$ cat src/rtl/cla_pkg.sv
// Shared constants and the per-stage pipeline record for the pipelined
// carry-look-ahead adder/subtractor.
package cla_pkg;

    localparam int DEF_WIDTH = 16;
    localparam int DEF_BLK   = 4;
    localparam int MAX_W     = 64;

    // Fields are sized for the widest legal operand; narrower instances
    // leave the upper bits at zero.
    typedef struct packed {
        logic             valid;
        logic             carry;
        logic [MAX_W-1:0] psum;
        logic [MAX_W-1:0] rem_a;
        logic [MAX_W-1:0] rem_bx;
        logic             a_msb;
        logic             bx_msb;
    } stage_t;

endpackage

$ cat src/rtl/cla_block.sv
// Combinational BLK-bit carry-look-ahead block with group propagate/generate.
module cla_block #(
    parameter int BLK = 4
) (
    input  logic [BLK-1:0] x,
    input  logic [BLK-1:0] y,
    input  logic           c_in,
    output logic [BLK-1:0] s,
    output logic           c_out,
    output logic           p,
    output logic           g
);

    logic [BLK-1:0] pv;
    logic [BLK-1:0] gv;
    logic [BLK:0]   c;
    logic           gg;
    logic           pp;

    assign pv = x ^ y;
    assign gv = x & y;

    // Every carry is formed directly from c_in and the prefix P/G terms.
    always_comb begin
        c    = '0;
        c[0] = c_in;
        gg   = 1'b0;
        pp   = 1'b1;
        for (int i = 0; i < BLK; i++) begin
            gg       = gv[i] | (pv[i] & gg);
            pp       = pp & pv[i];
            c[i+1]   = gg | (pp & c_in);
        end
    end

    assign s     = pv ^ c[BLK-1:0];
    assign c_out = c[BLK];
    assign p     = pp;
    assign g     = gg;

endmodule

$ cat src/rtl/cla_pipe_addsub.sv
// Pipelined add/subtract: one BLK-bit look-ahead block per stage, operands
// and partial sums skewed through the stage registers.
module cla_pipe_addsub
    import cla_pkg::*;
#(
    parameter int WIDTH = DEF_WIDTH,
    parameter int BLK   = DEF_BLK
) (
    input  logic             clk,
    input  logic             rst,
    input  logic             in_valid,
    output logic             in_ready,
    input  logic [WIDTH-1:0] a,
    input  logic [WIDTH-1:0] b,
    input  logic             cin,
    input  logic             sub,
    output logic             out_valid,
    input  logic             out_ready,
    output logic [WIDTH-1:0] sum,
    output logic             cout,
    output logic             ovf
);

    localparam int STAGES = WIDTH / BLK;

    // Handshake: a word moves on a rising edge where valid && ready. The whole
    // pipe advances together whenever the output slot is empty or being taken,
    // so in_ready depends only on the output side and never on in_valid.
    logic adv;

    logic [WIDTH-1:0] bx;
    logic             ce;
    stage_t           in_st;
    stage_t           pipe [0:STAGES];
    stage_t           nxt  [0:STAGES-1];

    logic [BLK-1:0]   blk_s [0:STAGES-1];
    logic             blk_c [0:STAGES-1];
    logic             blk_p [0:STAGES-1];
    logic             blk_g [0:STAGES-1];

    assign adv      = !pipe[STAGES].valid || out_ready;
    assign in_ready = adv;

    assign bx = sub ? ~b : b;
    assign ce = sub ? 1'b1 : cin;

    always_comb begin
        in_st        = '0;
        in_st.valid  = in_valid;
        in_st.carry  = ce;
        in_st.rem_a  = MAX_W'(a);
        in_st.rem_bx = MAX_W'(bx);
        in_st.a_msb  = a[WIDTH-1];
        in_st.bx_msb = bx[WIDTH-1];
    end

    for (genvar k = 0; k < STAGES; k++) begin : g_stage
        cla_block #(.BLK(BLK)) u_blk (
            .x    (pipe[k].rem_a[BLK-1:0]),
            .y    (pipe[k].rem_bx[BLK-1:0]),
            .c_in (pipe[k].carry),
            .s    (blk_s[k]),
            .c_out(blk_c[k]),
            .p    (blk_p[k]),
            .g    (blk_g[k])
        );
    end

    // Stage k consumes the low BLK bits of the remaining operands and deposits
    // its sum slice at bit k*BLK of the partial sum.
    always_comb begin
        for (int k = 0; k < STAGES; k++) begin
            nxt[k]        = pipe[k];
            nxt[k].carry  = blk_c[k];
            nxt[k].psum   = pipe[k].psum | (MAX_W'(blk_s[k]) << (k * BLK));
            nxt[k].rem_a  = pipe[k].rem_a >> BLK;
            nxt[k].rem_bx = pipe[k].rem_bx >> BLK;
        end
    end

    always_ff @(posedge clk) begin
        if (rst) begin
            for (int i = 0; i <= STAGES; i++) begin
                pipe[i] <= '0;
            end
        end else if (adv) begin
            pipe[0] <= in_st;
            for (int k = 0; k < STAGES; k++) begin
                pipe[k+1] <= nxt[k];
            end
        end
    end

    assign out_valid = pipe[STAGES].valid;
    assign sum       = out_valid ? pipe[STAGES].psum[WIDTH-1:0] : '0;
    assign cout      = out_valid & pipe[STAGES].carry;
    assign ovf       = out_valid & (pipe[STAGES].a_msb == pipe[STAGES].bx_msb)
                     & (pipe[STAGES].psum[WIDTH-1] != pipe[STAGES].a_msb);

    logic unused_pg;
    assign unused_pg = blk_p[0] ^ blk_g[0];

endmodule
$ cat config.mk
export PLATFORM = sky130hd
export DESIGN_NAME = cla_pipe_addsub
export DESIGN_NICKNAME = d
export VERILOG_FILES = /design/src/rtl/cla_pkg.sv /design/src/rtl/cla_block.sv /design/src/rtl/cla_pipe_addsub.sv
export SDC_FILE = /design/constraint.sdc
export NUM_CORES = 1
export LEC_CHECK = 0
export ABC_AREA = 1
export ABC_CLOCK_PERIOD_IN_PS = 6400
export CAP_MARGIN = 20
export CELL_PAD_IN_SITES_DETAIL_PLACEMENT = 1
export CELL_PAD_IN_SITES_GLOBAL_PLACEMENT = 1
export CORE_AREA = 4 4 134 136
export CTS_BUF_LIST = sky130_fd_sc_hd__clkbuf_16
export DETAILED_ROUTE_END_ITERATION = 8
export DIE_AREA = 0 0 138 140
export PLACE_DENSITY = 0.67
export SYNTH_ARGS = -nofsm -noshare
export SYNTH_HDL_FRONTEND = slang
export SYNTH_SLANG_ARGS = --single-unit
$ cat constraint.sdc
create_clock -name clk -period 6.4 [get_ports clk]
set_input_delay 1.28 -clock clk [delete_from_list [all_inputs] [get_ports clk]]
set_output_delay 1.28 -clock clk [all_outputs]
set_load 0.005 [all_outputs]
==> flow_metrics.env <==
export IMPL_dp_hpwl_microns=6180
export IMPL_grt_max_degree=101
export IMPL_port_buffers=57
export IMPL_netlist_area_leader_share=0.653
export IMPL_top_regs="pipe: 132 flops"
export IMPL_clk_pin_slew_ns=0.06
export IMPL_numClockSinks=132
export IMPL_clk_latency_ns=0.40
export IMPL_start_util=0.358
export IMPL_hold_buffers=0
export IMPL_ys_seq_elements=132
export IMPL_htree_levels=4
export IMPL_synth_most_common_cell="inv_1"
export IMPL_final_layout_size_suffix_gt1_frac=0.0590
export IMPL_synth_cells=570
export IMPL_dpl_instance_area_sq_um=6790
export IMPL_worst_slew_pin_slew_ns=0.999
export IMPL_crit_top_cell="clkdlybuf4s50_1"
export IMPL_required_ns=5.12
export IMPL_endpoint_kind="output port"
export IMPL_rows=48
export IMPL_via_per_inst=4.12
export IMPL_postCtsResizedCells=0
export IMPL_grt_pass1_wl_microns=16600
export IMPL_antenna_found_initial=0
export IMPL_synth_area_leaders="edfxtp_1, inv_1, nor2_1"
export IMPL_synthArstFlopShare=0
export IMPL_place_inst=837
export IMPL_hold_viol_final=0
export IMPL_top_register="pipe"
export IMPL_synth_enable_flop_cells=132
export IMPL_crit_slowest_cell="clkdlybuf4s50_1"
export IMPL_max_freq_mhz=269
export IMPL_grt_pass1_vias=3806
export IMPL_utilization=0.433
export IMPL_die_h_microns=140
export IMPL_crit_fanout=2
export IMPL_fin_cells=869
export IMPL_fin_nets=689
export IMPL_ys_flop_type="edfxtp_1"
export IMPL_cts_setup_buffers=0
export IMPL_dieArea_sq_um=19300
export IMPL_drt_total_wl_microns=9070
export IMPL_cp_data_arrival_time_ns=2.44
export IMPL_cap_viol_max_count=0
export IMPL_drtPass1Iterations=4
export IMPL_critical_path_class="input pin to output port"
export IMPL_areaGrowthSynthToFinish_pct=20.7
export IMPL_path_cells="clkdlybuf4s50_1 -> inv_1 -> nand2_2 -> clkdlybuf4s50_1"
export IMPL_yosysWarnings=0
export IMPL_fin_crit_ns=3.72
export IMPL_powerDensity_nw_per_um2=274
export IMPL_routedWlPerCell_microns=10.4
export IMPL_relSlewSlack=0.334
export IMPL_grt_total_usage=0.103
export IMPL_drc=0
export IMPL_root_buffer="clkbuf_16"
export IMPL_route_antenna_remaining_nets=0
export IMPL_ioPinCount=58
export IMPL_synth_cell_type_count=17
export IMPL_seq_area_frac_synth=0.653
export IMPL_p_leak_nw=3.22
export IMPL_largest_register_ffs=132
export IMPL_netlist_area_sq_um=6070
export IMPL_grt_overflow=0
export IMPL_cts_tree="built"
export IMPL_finClkSkew_ns=0.00594
export IMPL_slowest_delay_ns=0.52
export IMPL_design_core_area_sq_um=16900
export IMPL_fin_tns_setup_ns=0
export IMPL_n_antenna_cell=0
export IMPL_drtIter0Drc=220
export IMPL_cts_buffer_depth=2
export IMPL_num_vias=3576
export IMPL_final_period_utilization=0.581
export IMPL_status="finished, final reports clean"
export IMPL_die_x_microns=138
export IMPL_hp_class="flip-flop to flip-flop"
export IMPL_synth_common_cells="inv_1, nor2_1, edfxtp_1, nand2_1, nand3_1"
export IMPL_synthesis_nets=628
export IMPL_place_congestion=0.795
export IMPL_cp_start_kind="input pin"
export IMPL_setup_violations=0
export IMPL_synth_area_per_cell_sq_um=10.6
export IMPL_slew_violations=0
export IMPL_total_power_w=0.00201
export IMPL_cts_made_buffers=17
export IMPL_vdd_drop_max_mv=0.181
export IMPL_rsz0062_at_grt="no"
export IMPL_fin_area_sq_um=7330
export IMPL_synth_largest_area_cell="edfxtp_1"
[critical path, delay by kind of cell]
family	cells	cell delay, ns
buffers and inverters	3	1.07
and+or+nand+nor	1	0.09
[kinds of logic (layout without fill, tap and decap cells)]
group | after synthesis | after routing | share of synthesized area
and+or+nand+nor | 222 | 222 | 0.144
buffers and inverters | 166 | 240 | 0.120
adders and majority gates | 20 | 20 | 0.0462
AOI/OAI and AO/OA | 10 | 10 | 0.00824
xor gates and xnor gates | 20 | 20 | 0.0289
DFF | 132 | 132 | 0.653
[area by class of cell]
cell class	instances	area, sq um
well taps	225	282
repair buffers	60	593
fillers	1873	9610
inverters	148	556
flip-flops and latches	132	3960
clock inverters	15	109
multi-input cells	272	1400
clock buffers	17	425
[through the flow]
stage	worst slack, ns	hold WS (ns)
finish	2.68	0.543
global route	2.63	0.566
CTS	2.66	0.548
detailed placement	2.67	0.534
global placement	2.69	0.522
floorplan	0.628	0.519
[metal layers]
metal | share of wire | global-route usage
met2 | 0.51 | 0.184
met5 | 0 | 0
met1 | 0.45 | 0.115
met4 | 0.012 | 0.0338
met3 | 0.032 | 0.0341
[where the power goes]
| group | switching [W] | internal, W | total, W |
|---|---|---|---|
| Clock | 0.000358 | 0.000495 | 0.000853 |
| Combinational | 0.0000717 | 0.0000602 | 0.000132 |
| Sequential | 0.0000164 | 0.00100 | 0.00102 |
| Total | 0.000446 | 0.00156 | 0.00201 |
[worst paths after layout]
path	start	to	slack (ns)	depth (start not counted)
worst min register to register	pipe[0][445]	pipe[0][629]	0.54	2
worst min-delay path	pipe[0][445]	pipe[0][629]	0.54	2
worst max-delay path	out_ready	in_ready	2.68	4
worst max register to register	pipe[0][939]	pipe[0][200]	3.97	4
[layout by cell type (no fill, tap or decap), drive strengths merged]
master	synthesis	routed
inv	148	151
nor2	137	137
edfxtp	132	132
nand2	63	63
clkdlybuf4s50	0	57
clkbuf	0	17
nand3	17	17
xnor2	16	16
ha	16	16
a21oi	9	9
clkinvlp	0	6
clkinv	0	6
or2	4	4
xor2	4	4
fa	4	4
buf	18	3
o21ai	1	1
and3b	1	1
Note: power is estimated with default switching activity, not from simulation.
